File: config.mk
export PLATFORM = sky130hd
export DESIGN_NAME = frame_cmd_ctrl
export DESIGN_NICKNAME = d
export VERILOG_FILES = /design/src/rtl/frame_cmd_ctrl_pkg.sv /design/src/rtl/frame_cmd_ctrl_cmd_timeout.sv /design/src/rtl/frame_cmd_ctrl.sv
export SDC_FILE = /design/constraint.sdc
export NUM_CORES = 1
export LEC_CHECK = 0
export CAP_MARGIN = 20
export CELL_PAD_IN_SITES_DETAIL_PLACEMENT = 0
export CELL_PAD_IN_SITES_GLOBAL_PLACEMENT = 1
export CORE_MARGIN = 1
export CORE_UTILIZATION = 43
export CTS_CLUSTER_DIAMETER = 50
export DETAILED_ROUTE_END_ITERATION = 8
export PLACE_DENSITY_LB_ADDON = 0.1
export SYNTH_ARGS = -nofsm -noshare
export SYNTH_HDL_FRONTEND = slang
export SYNTH_HIERARCHICAL = 1
export SYNTH_SLANG_ARGS = --single-unit
File: constraint.sdc
create_clock -name CLK -period 4.55 [get_ports CLK]
set_input_delay 0.455 -clock CLK [delete_from_list [all_inputs] [get_ports CLK]]
set_output_delay 0.455 -clock CLK [all_outputs]
set_load 0.005 [all_outputs]
File: src/rtl/frame_cmd_ctrl_pkg.sv
// Shared definitions for the UART frame command controller: FSM states,
// command byte codes and the error byte sent back on a bad frame.
package frame_cmd_ctrl_pkg;

    typedef enum logic [3:0] {
        IDLE,
        WR_ADDR,
        WR_DATA,
        RD_ADDR,
        RD_WAIT,
        OPA,
        OPB,
        FUN,
        CALC,
        TX_RES,
        ERR_TX
    } state_t;

    // Command and status codes; the top zero-extends them to its byte width.
    localparam logic [7:0] CMD_WR      = 8'hAA;
    localparam logic [7:0] CMD_RD      = 8'hBB;
    localparam logic [7:0] CMD_ALU_OP  = 8'hCC;
    localparam logic [7:0] CMD_ALU_NOP = 8'hDD;
    localparam logic [7:0] ERR_CODE    = 8'hEE;

    // States that are waiting on the host for another byte and therefore
    // guard against a stalled frame with the inter-byte timeout.
    function automatic logic is_timed(input state_t s);
        return (s == WR_ADDR) || (s == WR_DATA) || (s == RD_ADDR) ||
               (s == OPA)     || (s == OPB)     || (s == FUN);
    endfunction

endpackage

File: src/rtl/frame_cmd_ctrl_cmd_timeout.sv
// Inter-byte timeout counter. Held at zero by i_clear, counts while enabled,
// and flags o_expired in the TIMEOUT_CYC-th enabled cycle since the last clear.
module cmd_timeout #(
    parameter int TIMEOUT_CYC = 1024
) (
    input  logic i_clk,
    input  logic i_rst,
    input  logic i_clear,
    input  logic i_enable,
    output logic o_expired
);

    localparam int               CNT_W    = $clog2(TIMEOUT_CYC);
    localparam logic [CNT_W-1:0] CNT_LAST = CNT_W'(TIMEOUT_CYC - 1);

    logic [CNT_W-1:0] r_cnt;

    // Cycle counter: restart on clear, saturate at the last count.
    always_ff @(posedge i_clk or posedge i_rst) begin
        // NOTE: flops take non-blocking assignments so every register in the
        // design samples pre-edge values, independent of block ordering.
        if (i_rst) begin
            r_cnt <= '0;
        end else if (i_clear) begin
            r_cnt <= '0;
        end else if (i_enable && (r_cnt != CNT_LAST)) begin
            r_cnt <= r_cnt + 1'b1;
        end
    end

    assign o_expired = i_enable && (r_cnt == CNT_LAST);

endmodule

File: src/rtl/frame_cmd_ctrl.sv
// UART frame command controller: decodes write / read / ALU command frames
// arriving byte by byte, drives the register file and ALU, and streams read
// data, ALU results or an error byte to the TX FIFO. All outputs are registered.
module frame_cmd_ctrl
    import frame_cmd_ctrl_pkg::*;
#(
    parameter int D_WIDTH     = 8,
    parameter int ADDR_WIDTH  = 4,
    parameter int FUNC_WIDTH  = 4,
    parameter int RES_BYTES   = 2,
    parameter int TIMEOUT_CYC = 1024
) (
    input  logic                           CLK,
    input  logic                           RST,
    input  logic [D_WIDTH-1:0]             RX_DATA,
    input  logic                           RX_VLD,
    input  logic [D_WIDTH-1:0]             RF_RD_DATA,
    input  logic                           RF_RD_VLD,
    input  logic [RES_BYTES*D_WIDTH-1:0]   ALU_OUT,
    input  logic                           ALU_OUT_VLD,
    input  logic                           FIFO_FULL,
    output logic [ADDR_WIDTH-1:0]          RF_ADDR,
    output logic                           RF_WR_EN,
    output logic                           RF_RD_EN,
    output logic [D_WIDTH-1:0]             RF_WR_DATA,
    output logic                           ALU_EN,
    output logic [FUNC_WIDTH-1:0]          ALU_FUN,
    output logic                           CLKG_EN,
    output logic                           CLKDIV_EN,
    output logic [D_WIDTH-1:0]             TX_DATA,
    output logic                           TX_VLD,
    output logic                           ERR
);

    localparam int                   RES_W    = RES_BYTES * D_WIDTH;
    localparam int                   IDX_W    = (RES_BYTES > 1) ? $clog2(RES_BYTES) : 1;
    localparam logic [IDX_W-1:0]     LAST_IDX = IDX_W'(RES_BYTES - 1);
    localparam logic [D_WIDTH-1:0]   C_WR     = D_WIDTH'(CMD_WR);
    localparam logic [D_WIDTH-1:0]   C_RD     = D_WIDTH'(CMD_RD);
    localparam logic [D_WIDTH-1:0]   C_OP     = D_WIDTH'(CMD_ALU_OP);
    localparam logic [D_WIDTH-1:0]   C_NOP    = D_WIDTH'(CMD_ALU_NOP);
    localparam logic [D_WIDTH-1:0]   C_ERR    = D_WIDTH'(ERR_CODE);

    state_t                r_state;
    logic [ADDR_WIDTH-1:0] r_rf_addr;
    logic                  r_rf_wr_en;
    logic                  r_rf_rd_en;
    logic [D_WIDTH-1:0]    r_rf_wr_data;
    logic                  r_alu_en;
    logic [FUNC_WIDTH-1:0] r_alu_fun;
    logic                  r_clkg_en;
    logic                  r_clkdiv_en;
    logic [D_WIDTH-1:0]    r_tx_data;
    logic                  r_tx_vld;
    logic                  r_err;
    logic [RES_W-1:0]      r_alu_res;
    logic                  r_rd_hold;
    logic [IDX_W-1:0]      r_byte_idx;

    state_t                w_state_nxt;
    logic [ADDR_WIDTH-1:0] w_rf_addr_nxt;
    logic                  w_rf_wr_en_nxt;
    logic                  w_rf_rd_en_nxt;
    logic [D_WIDTH-1:0]    w_rf_wr_data_nxt;
    logic                  w_alu_en_nxt;
    logic [FUNC_WIDTH-1:0] w_alu_fun_nxt;
    logic                  w_clkg_en_nxt;
    logic [D_WIDTH-1:0]    w_tx_data_nxt;
    logic                  w_tx_vld_nxt;
    logic                  w_err_nxt;
    logic [RES_W-1:0]      w_alu_res_nxt;
    logic                  w_rd_hold_nxt;
    logic [IDX_W-1:0]      w_byte_idx_nxt;
    logic                  w_to_clear;
    logic                  w_to_enable;
    logic                  w_expired;

    // The counter idles at zero outside timed states, so entering one starts
    // a fresh window; every accepted byte restarts it.
    assign w_to_enable = is_timed(r_state);
    assign w_to_clear  = RX_VLD || !w_to_enable;

    cmd_timeout #(
        .TIMEOUT_CYC (TIMEOUT_CYC)
    ) u_cmd_timeout (
        .i_clk     (CLK),
        .i_rst     (RST),
        .i_clear   (w_to_clear),
        .i_enable  (w_to_enable),
        .o_expired (w_expired)
    );

    // Next-state and next-output decode; a byte always beats a timeout.
    always_comb begin
        // NOTE: every target gets a default before the case so no path leaves
        // it unassigned, which would otherwise infer a latch.
        w_state_nxt      = r_state;
        w_rf_addr_nxt    = r_rf_addr;
        w_rf_wr_en_nxt   = 1'b0;
        w_rf_wr_data_nxt = r_rf_wr_data;
        w_alu_fun_nxt    = r_alu_fun;
        w_alu_res_nxt    = r_alu_res;
        w_tx_data_nxt    = r_tx_data;
        w_tx_vld_nxt     = 1'b0;
        w_err_nxt        = 1'b0;
        w_rd_hold_nxt    = r_rd_hold;
        w_byte_idx_nxt   = r_byte_idx;

        unique case (r_state)
            IDLE: begin
                w_rd_hold_nxt  = 1'b0;
                w_byte_idx_nxt = '0;
                if (RX_VLD) begin
                    if      (RX_DATA == C_WR)  w_state_nxt = WR_ADDR;
                    else if (RX_DATA == C_RD)  w_state_nxt = RD_ADDR;
                    else if (RX_DATA == C_OP)  w_state_nxt = OPA;
                    else if (RX_DATA == C_NOP) w_state_nxt = FUN;
                    else                       w_state_nxt = ERR_TX;
                end
            end
            WR_ADDR: begin
                if (RX_VLD) begin
                    w_rf_addr_nxt = RX_DATA[ADDR_WIDTH-1:0];
                    w_state_nxt   = WR_DATA;
                end else if (w_expired) begin
                    w_state_nxt = ERR_TX;
                end
            end
            WR_DATA: begin
                if (RX_VLD) begin
                    w_rf_wr_data_nxt = RX_DATA;
                    w_rf_wr_en_nxt   = 1'b1;
                    w_state_nxt      = IDLE;
                end else if (w_expired) begin
                    w_state_nxt = ERR_TX;
                end
            end
            RD_ADDR: begin
                if (RX_VLD) begin
                    w_rf_addr_nxt = RX_DATA[ADDR_WIDTH-1:0];
                    w_state_nxt   = RD_WAIT;
                end else if (w_expired) begin
                    w_state_nxt = ERR_TX;
                end
            end
            RD_WAIT: begin
                // The read byte is parked in the TX data register until the
                // FIFO has room.
                if (!r_rd_hold) begin
                    if (RF_RD_VLD) begin
                        w_tx_data_nxt = RF_RD_DATA;
                        w_rd_hold_nxt = 1'b1;
                    end
                end else if (!FIFO_FULL) begin
                    w_tx_vld_nxt = 1'b1;
                    w_state_nxt  = IDLE;
                end
            end
            OPA: begin
                if (RX_VLD) begin
                    w_rf_addr_nxt    = '0;
                    w_rf_wr_data_nxt = RX_DATA;
                    w_rf_wr_en_nxt   = 1'b1;
                    w_state_nxt      = OPB;
                end else if (w_expired) begin
                    w_state_nxt = ERR_TX;
                end
            end
            OPB: begin
                if (RX_VLD) begin
                    w_rf_addr_nxt    = ADDR_WIDTH'(1);
                    w_rf_wr_data_nxt = RX_DATA;
                    w_rf_wr_en_nxt   = 1'b1;
                    w_state_nxt      = FUN;
                end else if (w_expired) begin
                    w_state_nxt = ERR_TX;
                end
            end
            FUN: begin
                if (RX_VLD) begin
                    w_alu_fun_nxt = RX_DATA[FUNC_WIDTH-1:0];
                    w_state_nxt   = CALC;
                end else if (w_expired) begin
                    w_state_nxt = ERR_TX;
                end
            end
            CALC: begin
                if (ALU_OUT_VLD) begin
                    w_alu_res_nxt  = ALU_OUT;
                    w_byte_idx_nxt = '0;
                    w_state_nxt    = TX_RES;
                end
            end
            TX_RES: begin
                if (!FIFO_FULL) begin
                    w_tx_data_nxt = r_alu_res[int'(r_byte_idx)*D_WIDTH +: D_WIDTH];
                    w_tx_vld_nxt  = 1'b1;
                    if (r_byte_idx == LAST_IDX) begin
                        w_state_nxt = IDLE;
                    end else begin
                        w_byte_idx_nxt = r_byte_idx + 1'b1;
                    end
                end
            end
            ERR_TX: begin
                if (!FIFO_FULL) begin
                    w_tx_data_nxt = C_ERR;
                    w_tx_vld_nxt  = 1'b1;
                    w_err_nxt     = 1'b1;
                    w_state_nxt   = IDLE;
                end
            end
            default: w_state_nxt = IDLE;
        endcase

        // Level outputs follow the state being entered, so once registered
        // they line up exactly with the state they belong to.
        w_rf_rd_en_nxt = (w_state_nxt == RD_WAIT) && !w_rd_hold_nxt;
        w_alu_en_nxt   = (w_state_nxt == CALC);
        w_clkg_en_nxt  = (w_state_nxt == FUN) || (w_state_nxt == CALC) ||
                         (w_state_nxt == TX_RES);
    end

    // State register.
    always_ff @(posedge CLK or posedge RST) begin
        if (RST) r_state <= IDLE;
        else     r_state <= w_state_nxt;
    end

    // Output and datapath registers.
    always_ff @(posedge CLK or posedge RST) begin
        if (RST) begin
            r_rf_addr    <= '0;
            r_rf_wr_en   <= 1'b0;
            r_rf_rd_en   <= 1'b0;
            r_rf_wr_data <= '0;
            r_alu_en     <= 1'b0;
            r_alu_fun    <= '0;
            r_clkg_en    <= 1'b0;
            r_clkdiv_en  <= 1'b1;
            r_tx_data    <= '0;
            r_tx_vld     <= 1'b0;
            r_err        <= 1'b0;
            r_alu_res    <= '0;
            r_rd_hold    <= 1'b0;
            r_byte_idx   <= '0;
        end else begin
            r_rf_addr    <= w_rf_addr_nxt;
            r_rf_wr_en   <= w_rf_wr_en_nxt;
            r_rf_rd_en   <= w_rf_rd_en_nxt;
            r_rf_wr_data <= w_rf_wr_data_nxt;
            r_alu_en     <= w_alu_en_nxt;
            r_alu_fun    <= w_alu_fun_nxt;
            r_clkg_en    <= w_clkg_en_nxt;
            r_clkdiv_en  <= 1'b1;
            r_tx_data    <= w_tx_data_nxt;
            r_tx_vld     <= w_tx_vld_nxt;
            r_err        <= w_err_nxt;
            r_alu_res    <= w_alu_res_nxt;
            r_rd_hold    <= w_rd_hold_nxt;
            r_byte_idx   <= w_byte_idx_nxt;
        end
    end

    assign RF_ADDR    = r_rf_addr;
    assign RF_WR_EN   = r_rf_wr_en;
    assign RF_RD_EN   = r_rf_rd_en;
    assign RF_WR_DATA = r_rf_wr_data;
    assign ALU_EN     = r_alu_en;
    assign ALU_FUN    = r_alu_fun;
    assign CLKG_EN    = r_clkg_en;
    assign CLKDIV_EN  = r_clkdiv_en;
    assign TX_DATA    = r_tx_data;
    assign TX_VLD     = r_tx_vld;
    assign ERR        = r_err;

endmodule

==> out/results.tsv, run 1 <==
metric	value	unit
Mapped Nets	319	
number of buffers created by CTS	9	
count of hold-fix buffers inserted at cts	0	
path category of the worst min-delay check	input port to async pin	
post-synthesis compound-gate area fraction	11.3	%
most instantiated flip-flop cell in the synthesis netlist	sky130_fd_sc_hd__dfrtp_1	
maximum number of pins on one net before global-route repair	32	
Sinks on Clock Net	62	
# rows	30	
Yosys top cell area share	49.3	%
area of the multi-input gates	0.00145	sq mm
Post-Route Skew	8.75	ps
filler cell count in the final layout	622	
critical setup path kind	flop to flop	
nets@finish	381	
most common cell in the synthesized netlist	sky130_fd_sc_hd__dfrtp_1	
Critical Path Fanout Max	18	
number of warnings issued by yosys	6	
worst endpoint data arrival time	2970	ps
full die area	0.00767	sq mm
# H-tree levels	3	
Max transition margin	43.5	%
RD Place Congestion	0.838	
outcome	finished, final reports clean	
first-pass GRT wire length	11900	um
io pins	69	
leading post-synthesis cells by cell area	sky130_fd_sc_hd__dfrtp_1 (49%), sky130_fd_sc_hd__mux2_2 (10%), sky130_fd_sc_hd__mux2_4 (3.8%), sky130_fd_sc_hd__mux2i_1 (2.9%), sky130_fd_sc_hd__a21oi_1 (1.9%)	
worst vdd ir	0.284	mV
Maximum Capacitance Violations	0	
post-synthesis cell type count	56	
adder and majority cell fraction of the synthesized area	0.397	%
category of the worst setup path launch point	flop	
vias per cell	5.40	
min cycle time layout	2750	ps
Resize count post-CTS	0	
Post-Synth Simple-Gate Area	16.1	%
Congestion Overflow GR	0	
total routing resource utilization after global routing	21.0	%
total routed wirelength	7270	um
synth-to-layout area growth	29.3	%
horizontal die dimension	87.6	um
most numerous cell types in the synthesized netlist	sky130_fd_sc_hd__dfrtp_1 (62), sky130_fd_sc_hd__mux2_2 (28), sky130_fd_sc_hd__nand2_1 (15), sky130_fd_sc_hd__nor2_1 (15), sky130_fd_sc_hd__a21oi_1 (12)	
Iter 0 DRT Violations	121	
number of pins exceeding their max-slew limit in the final report	0	
half-perimeter wire length after detailed placement	5100	um
Initial Utilization	45.3	%
Critical Path RT	4770	ps
clock transition at the registers of the reported paths	70	ps
sequential element share of the synthesized area	49.3	%
clock tree from TritonCTS	yes	
Post-Synth XOR/XNOR Area	1.39	%
Antenna Diode Count	0	
number of global-route vias before repair	2342	
Post-Syn Instances	280	
register bit total from synthesis	62	
number of failing hold endpoints at the final stage	0	
clk_lat worst skew	340	ps
Fmax achieved	363	MHz
sequential cell area	0.00155	sq mm
core area	0.00694	sq mm
post-synthesis area per instance	11.2	sq um
number of flops mapped to enable cells by yosys	0	
routed via count	2390	
leakage component of the power	1.74	nW
wire per inst	16.4	um
mapped cell area	0.00315	sq mm
detailed-route DRC error count	0	
number of antenna violations at the first check in global routing	0	
# setup viols final	0	
crit share post-route	60.5	%
fraction of final layout cells sized beyond drive strength 1	17.6	%
kind of end point of the critical path	flop	
power consumption	0.00235	W
number of buffer cells added on primary ports	67	
number of optimization iterations in the first detailed-route pass	4	
buffers inserted during post-CTS setup optimization	0	
number of nets still failing antenna checks after routing	0	
setup TNS	0	ps
main combinational cell family by area after synthesis	multiplexers	
overall die height	87.6	um
clock root buffer master	sky130_fd_sc_hd__clkbuf_8	
slew of the pin with the lowest slew margin	847	ps
Post-synth ARST share	100	%
Power Density	579	mW/mm^2
leading area contributor after synthesis	sky130_fd_sc_hd__dfrtp_1	
multiplexer area fraction after synthesis	16.7	%
setup repair after global routing missed its margin	no	
maximum number of buffers from clock root to sink	2	
-- through the flow --
step / setup slack [ps] / std cells / cell area (sq um) / utilization [%] / hold WS, ps
final: 1800 / 443 / 4070 / 58.6 / 461
after detailed placement: 1820 / 427 / 3850 / 55.5 / 471
after global placement: 1920 / 426 / 3830 / 55.2 / 462
after global routing: 1700 / 443 / 4070 / 58.6 / 506
after floorplan: 2470 / 280 / 3150 / - / 295
after CTS: 1810 / 443 / 4070 / 58.6 / 459
-- cell families (layout without fill, tap and decap cells) --
| family | after synthesis | count (layout) |
|---|---|---|
| AOI/OAI and AO/OA | 53 | 53 |
| DFF | 62 | 62 |
| muxes | 45 | 45 |
| and+or+nand+nor | 85 | 85 |
| adders and majority gates | 1 | 1 |
| xor gates and xnor gates | 5 | 5 |
| other | 1 | 1 |
| buffers and inverters | 28 | 95 |
-- registers in the layout, indices dropped and copies added (netlist names) --
signal / cells
u_cmd_timeout/r_cnt: 10
ALU_FUN: 4
RF_WR_DATA: 8
ERR: 1
ALU_EN: 1
r_rd_hold: 1
r_state: 4
r_byte_idx: 1
RF_WR_EN: 1
TX_DATA: 8
TX_VLD: 1
RF_RD_EN: 1
CLKG_EN: 1
r_alu_res: 16
RF_ADDR: 4
-- layout make-up --
cell class / count / area share, %
repair buffers: 68 / 17.0
well taps: 96 / 2.95
inverters: 11 / 1.01
multi-input cells: 190 / 35.6
clock inverters: 4 / 1.72
flip-flops and latches: 62 / 38.1
clock buffers: 12 / 3.57
-- final timing paths --
check                                start                     end  slack, ps  cells past startpoint
worst min register to register  RF_ADDR[1]              RF_ADDR[1]        480                      2
max in group asynchronous              RST           RF_WR_DATA[3]       3510                      3
worst max register to register  r_state[0]              TX_DATA[2]       1800                      5
min in group CLK                RF_ADDR[1]              RF_ADDR[1]        480                      2
worst min-delay path                   RST  u_cmd_timeout/r_cnt[4]        460                      2
worst max-delay path            r_state[0]              TX_DATA[2]       1800                      5
-- metal layers --
layer  vias to the layer above  global-route usage, %  routed length, um
li1                       1134                      -                  -
met3                        10                   4.62                303
met4                         0                   8.94                 97
met1                      1194                   29.6               3560
met2                        52                   31.5               3310
met5                         -                      0                  0
-- critical path, cell delays in order, from the launching register on --
cell and delay, ps:
sky130_fd_sc_hd__dfrtp_1 580, sky130_fd_sc_hd__inv_1 280, sky130_fd_sc_hd__nor2_1 100, sky130_fd_sc_hd__o21ai_0 670
sky130_fd_sc_hd__o32a_1 660, sky130_fd_sc_hd__mux2_4 350
-- power breakdown --
group	internal, W	switching (W)
logic	0.000541	0.000347
clock network	0.000322	0.000210
registers	0.000761	0.000173
-- placed cells by master, fill, tap and decap left out, drive strengths merged, types with 3 or more instances in the layout --
| cell | Yosys | routed |
|---|---|---|
| clkdlybuf4s50 | 0 | 67 |
| dfrtp | 62 | 62 |
| mux2 | 36 | 36 |
| nor2 | 16 | 16 |
| nand2 | 15 | 15 |
| a21oi | 12 | 12 |
| clkbuf | 7 | 12 |
| inv | 11 | 11 |
| o21ai | 9 | 9 |
| mux2i | 9 | 9 |
| nand3 | 7 | 7 |
| nand2b | 7 | 7 |
| o211ai | 7 | 7 |
| a31oi | 5 | 5 |
| xnor2 | 5 | 5 |
| and3 | 5 | 5 |
| nor2b | 4 | 4 |
| and2 | 4 | 4 |
| nor3 | 3 | 3 |
| or3 | 3 | 3 |
No activity file was read; power rests on OpenSTA's default activity.
==> run 2, diff against run 1 <==
CORE_UTILIZATION = 36   (was 43)
clock period = 2.4 ns   (was 4.55 ns; I/O delays follow)
==> run 2 against run 1 <==
  * Utilization is 8.4 points lower
  * Routed wire length up 1.9%
  * Total power increased by 95%
  * Hold slack worse by 220 ps
  * Register-to-register slack lost 1600 ps
  * Worst setup slack got worse by 1600 ps
  * Count of clock-buffer cells in the layout shrank 3
  * First-iteration DRC count decreased by 30%
  * Maximum frequency grew 23%
  * Critical path depth is 3 higher
  * Final area rose by 2.9%
  * Non-clock buffer count increased by 15
  * Highest routed layer unchanged
==> out/results.tsv, run 2 (same netlist as run 1, synthesis figures left out) <==
metric	value	unit	change
outcome	finished, final reports clean		
Critical Path RT	2660	ps	-2110 ps
# setup viols final	0		unchanged
number of buffer cells added on primary ports	67		unchanged
first-pass GRT wire length	12200	um	+2.1%
Critical Path Fanout Max	5		-13
count of hold-fix buffers inserted at cts	0		unchanged
maximum number of buffers from clock root to sink	2		unchanged
core area	0.00834	sq mm	+20%
Antenna Diode Count	0		unchanged
clock root buffer master	sky130_fd_sc_hd__clkbuf_8		
Post-Route Skew	8.48	ps	-0.263 ps
number of buffers created by CTS	9		unchanged
clk_lat worst skew	330	ps	about the same
commonest cells after routing, fill and taps aside	sky130_fd_sc_hd__clkdlybuf4s50_1 (67), sky130_fd_sc_hd__dfrtp_1 (62), sky130_fd_sc_hd__mux2_2 (28)		
worst reg2reg path endpoint	RF_RD_EN		
kind of end point of the critical path	flop		
Maximum Capacitance Violations	0		unchanged
routed via count	2404		+0.59%
setup repair after global routing missed its margin	no		
Initial Utilization	37.7	%	-7.6 points
# rows	33		+10%
wire per inst	15.9	um	-3.4%
Finished Layout Cells	467		+5.4%
number of failing hold endpoints at the final stage	0		unchanged
half-perimeter wire length after detailed placement	5580	um	+9.5%
DP Cell Count	451		+5.6%
Post-Place Cell Area	0.00397	sq mm	+2.9%
# H-tree levels	3		unchanged
most common cell after layout, fill and taps aside	sky130_fd_sc_hd__clkdlybuf4s50_1		
overall die height	95.5	um	+9.1%
Power Density	1100	mW/mm^2	+90%
maximum number of pins on one net before global-route repair	21		-34%
number of pins exceeding their max-slew limit in the final report	0		unchanged
path category of the worst min-delay check	input port to async pin		
crit share post-route	93.1	%	+33 points
total routed wirelength	7410	um	+1.9%
detailed-route DRC error count	0		unchanged
cell-by-cell listing of the critical path	and3_2 -> and4_4 -> and2_2 -> o21ai_0 -> a221oi_1 -> a211o_1 -> or2_1 -> nor3b_2		
power consumption	0.00460	W	+95%
clock tree from TritonCTS	yes		
io pins	69		unchanged
fraction of final layout cells sized beyond drive strength 1	21.5	%	+4.0 points
buffers inserted during post-CTS setup optimization	0		unchanged
nets@finish	396		+3.9%
min cycle time layout	2240	ps	-517 ps
number of flip-flops under the largest register name	16		unchanged
leakage component of the power	1.80	nW	+3.7%
Fmax achieved	447	MHz	+23%
Iter 0 DRT Violations	85		-30%
r2r worst-path depth	8		+3
setup TNS	0	ps	unchanged
horizontal die dimension	95.5	um	+9.1%
registers with the most flip-flops	r_alu_res: 16 flops, u_cmd_timeout/r_cnt: 10 flops		
category of the worst setup path launch point	flop		
Resize count post-CTS	0		unchanged
total routing resource utilization after global routing	17.9	%	-3.1 points
number of nets still failing antenna checks after routing	0		unchanged
Sinks on Clock Net	62		unchanged
full die area	0.00912	sq mm	+19%
slack of the worst reg-to-reg path	160	ps	-1630 ps
Congestion Overflow GR	0		unchanged
worst endpoint data arrival time	2490	ps	-480 ps
number of optimization iterations in the first detailed-route pass	4		unchanged
Critical Path Max Stage Delay	420	ps	-250 ps
synth-to-layout area growth	33.0	%	
critical setup path kind	flop to flop		
clock transition at the registers of the reported paths	70	ps	about the same
vias per cell	5.15		-4.6%
number of global-route vias before repair	2397		+2.3%
RD Place Congestion	0.806		-3.8%
register ranked first by flip-flop count	r_alu_res		
worst vdd ir	0.476	mV	+68%
Reg-to-Reg Start	u_cmd_timeout/r_cnt[9]		
number of antenna violations at the first check in global routing	0		unchanged
Worst path slowest cell	sky130_fd_sc_hd__dfrtp_1		
Layout Cell Area excl Fill	0.00419	sq mm	+2.9%
## run 2: critical path: cells and delay by family (launching register included)
| kind | cells | cell delay [ps] |
|---|---|---|
| AO/OA/AOI/OAI | 3 | 610 |
| AND/OR/NAND/NOR | 5 | 1130 |
| flip-flops | 1 | 420 |
## run 2: power breakdown
part,leakage (nW),switching [W],internal [W]
combinational,0.919,0.000756,0.00111
clock,0.106,0.000431,0.000588
sequential,0.777,0.000264,0.00144
## run 2: metrics by stage
step | hold slack, ps | setup slack (ps) | utilization (%)
floorplan | 80.2 | 322 | -
global placement | 467 | 245 | 47.5
detailed placement | 475 | 172 | 47.5
CTS | 240 | 169 | 50.2
global route | 275 | 38.9 | 50.2
finish | 246 | 165 | 50.2
## run 2: how the worst max path moves through the flow
stage,from,slack [ps],cells after the start,end
after global routing,u_cmd_timeout/r_cnt[0],40,8,RF_RD_EN
final,u_cmd_timeout/r_cnt[9],160,8,RF_RD_EN
after global placement,RX_DATA[1],250,6,RF_RD_EN
after CTS,u_cmd_timeout/r_cnt[9],170,8,RF_RD_EN
after detailed placement,RX_DATA[1],170,6,RF_RD_EN
after floorplan,u_cmd_timeout/r_cnt[2],320,9,RF_RD_EN
## run 2: area by class of cell
cell class / instances / area, sq um
Clock buffer: 9 / 124
Clock inverter: 7 / 97.6
Fill cell: 798 / 4150
Inverter: 11 / 41.3
Multi-Input combinational cell: 190 / 1450
Sequential cell: 62 / 1550
Tap cell: 105 / 131
Timing Repair Buffer: 83 / 791
## run 2: per-layer routing
metal | global-route usage [%] | part of all wire, %
met1 | 25.2 | 49
met3 | 4.23 | 3.2
met2 | 27.0 | 47
met4 | 5.97 | 0.53
met5 | 0 | 0
==> run 3, diff against run 2 <==
GPL_TIMING_DRIVEN = 0   (was unset)
==> run 3 against run 2 <==
  * Clock skew rose by 0.54 ps
  * Critical path type unchanged
  * Worst setup slack got worse by 47 ps
  * Utilization fell by 0.23 points
  * First-iteration DRC count rose by 120%
==> out/results.tsv, run 3 (same netlist as run 1, synthesis figures left out) <==
metric	value	unit	change
clock network fraction of total power	19.4	%	-2.8 points
Initial Utilization	37.7	%	unchanged
full die area	0.00912	sq mm	unchanged
min cycle time layout	2280	ps	+46.6 ps
slew of the pin with the lowest slew margin	638	ps	
r2r worst-path depth	9		+1
power share of the sequential group	37.8	%	+0.6 points
Critical Path Fanout Max	10		+5
Worst Setup EP	RF_RD_EN		
outcome	finished, final reports clean		
clock root buffer master	sky130_fd_sc_hd__clkbuf_8		
synth-to-layout area growth	32.4	%	
leakage component of the power	1.79	nW	-0.91%
number of nets still failing antenna checks after routing	0		unchanged
cell-by-cell listing of the critical path	and4_1 -> buf_6 -> and4_4 -> and2_2 -> or3b_2 -> a21oi_1 -> a2111o_1 -> or2_1 -> nor3b_2		
pre-CTS worst setup slack	-7.64	ps	-179 ps
logic depth of the worst path, buffers included	9		+1
core occupancy in the finished layout	50.0	%	-0.23 points
maximum number of buffers from clock root to sink	2		unchanged
routed via count	2371		-1.4%
Sinks on Clock Net	62		unchanged
category of the worst setup path launch point	flop		
# H-tree levels	3		unchanged
Reg-to-Reg Start	u_cmd_timeout/r_cnt[2]		
slack of the worst reg-to-reg path	120	ps	-50 ps
total routed wirelength	7100	um	-4.2%
vias per cell	5.06		-1.8%
Antenna Diode Count	0		unchanged
kind of end point of the critical path	flop		
critical setup path kind	flop to flop		
detailed-route DRC error count	0		unchanged
Maximum Capacitance Violations	0		unchanged
Fmax achieved	438	MHz	-2.0%
P_int	0.00300	W	-4.7%
Iter 0 DRT Violations	184		+120%
number of failing hold endpoints at the final stage	0		unchanged
worst vdd ir	0.386	mV	-19%
commonest cells after routing, fill and taps aside	sky130_fd_sc_hd__clkdlybuf4s50_1 (67), sky130_fd_sc_hd__dfrtp_1 (62), sky130_fd_sc_hd__mux2_2 (28)		
Worst path slowest cell	sky130_fd_sc_hd__a2111o_1		
worst reg2reg path endpoint	RF_RD_EN		
critical path startpoint	u_cmd_timeout/r_cnt[2]		
wire per inst	15.1	um	-4.6%
clock tree from TritonCTS	yes		
clk_lat worst skew	330	ps	about the same
share of total power in combinational logic	42.8	%	+2.1 points
worst endpoint data arrival time	2530	ps	+40 ps
number of buffer cells added on primary ports	67		unchanged
number of antenna violations at the first check in global routing	0		unchanged
setup repair after global routing missed its margin	yes		
buffering stage count on the worst path with inverters included	1		+1
half-perimeter wire length after detailed placement	5290	um	-5.3%
core area	0.00834	sq mm	unchanged
register ranked first by flip-flop count	r_alu_res		
registers with the most flip-flops	r_alu_res: 16 flops, u_cmd_timeout/r_cnt: 10 flops		
horizontal die dimension	95.5	um	unchanged
setup ws final	118	ps	-46.6 ps
Critical Path RT	2650	ps	about the same
path category of the worst min-delay check	input port to async pin		
crit-path leading delay family	simple AND/OR/NAND/NOR gates		
number of global-route vias before repair	2347		-2.1%
clock transition at the registers of the reported paths	60	ps	about the same
number of optimization iterations in the first detailed-route pass	4		unchanged
number of pins exceeding their max-slew limit in the final report	0		unchanged
crit share post-route	95.1	%	+1.9 points
RD Place Congestion	0.778		-3.5%
maximum number of pins on one net before global-route repair	34		+62%
filler cell count in the final layout	826		+3.5%
# rows	33		unchanged
nets@finish	398		+0.51%
total routing resource utilization after global routing	17.1	%	-0.77 points
Layout Cell Area excl Fill	0.00417	sq mm	-0.45%
most common cell after layout, fill and taps aside	sky130_fd_sc_hd__clkdlybuf4s50_1		
power consumption	0.00440	W	-4.2%
number of buffers created by CTS	9		unchanged
Switching Power	0.00141	W	-3.1%
Post-Place Cell Area	0.00397	sq mm	+0.13%
# setup viols final	0		unchanged
fraction of final layout cells sized beyond drive strength 1	20.3	%	-1.2 points
Sw Share	31.9	%	+0.37 points
Congestion Overflow GR	0		unchanged
Power Density	1060	mW/mm^2	-3.8%
io pins	69		unchanged
overall die height	95.5	um	unchanged
first-pass GRT wire length	11700	um	-4.1%
Critical Path Max Stage Delay	430	ps	about the same
Post-Route Skew	9.02	ps	+0.538 ps
Max transition margin	57.4	%	
number of flip-flops under the largest register name	16		unchanged
## run 3: final cells by class
class / instances / area (sq um) / area share (%)
inverter: 11 / 41.3 / 0.991
clock buffer: 13 / 169 / 4.05
clock inverter: 3 / 17.5 / 0.420
multi-input combinational: 190 / 1460 / 35.0
tap: 105 / 131 / 3.15
buffer: 17 / 106 / 2.55
timing repair buffer: 68 / 691 / 16.6
sequential: 62 / 1550 / 37.2
## run 3: repair_timing
action                                  4_1_cts  5_1_grt
hold buffers                                  0        0
endpoints found under the setup margin        1        3
buffers inserted                              0        0
resized for setup                             1        4
## run 3: how the worst min path moves through the flow
stage / startpoint / to / slack, ps / cells past startpoint
after floorplan: RST / u_cmd_timeout/r_cnt[0] / 80 / 1
after global placement: RF_ADDR[3] / RF_ADDR[3] / 470 / 2
after detailed placement: RF_ADDR[3] / RF_ADDR[3] / 480 / 2
after CTS: RST / u_cmd_timeout/r_cnt[8] / 250 / 2
after global routing: RST / u_cmd_timeout/r_cnt[8] / 300 / 2
final: RST / u_cmd_timeout/r_cnt[2] / 250 / 2
## run 3: worst register-to-register path, delay by kind of cell, from the launching register on
family,cells,cell delay [ps]
AND/OR/NAND/NOR,6,1190
AO/OA/AOI/OAI,2,480
flip-flops,1,400
buffers and inverters,1,130
## run 3: per-stage QoR
stage	TNS, ps	instances	hold WS, ps
2_1_floorplan	0	280	80.2
3_3_place_gp	-12800	452	466
3_5_place_dp	-7.64	453	479
4_1_cts	0	469	251
5_1_grt	-8.88	469	297
6_report	0	469	245
## run 3: layer usage
metal	GRT usage (%)	wire (um)	share of wire, %
met3	3.03	232	3.3
met1	24.4	3510	49
met2	25.4	3240	46
met5	0	0	0
met4	7.46	112	1.6
## run 3: power by group through the flow
| stage | registers [W] | logic (W) | clock network (W) |
|---|---|---|---|
| floorplan | 0.00166 | 0.00112 | 0 |
| global placement | 0.00168 | 0.00188 | 0 |
| detailed placement | 0.00168 | 0.00189 | 0 |
| CTS | 0.00167 | 0.00190 | 0.000880 |
| global route | 0.00173 | 0.00207 | 0.000928 |
| finish | 0.00166 | 0.00189 | 0.000853 |
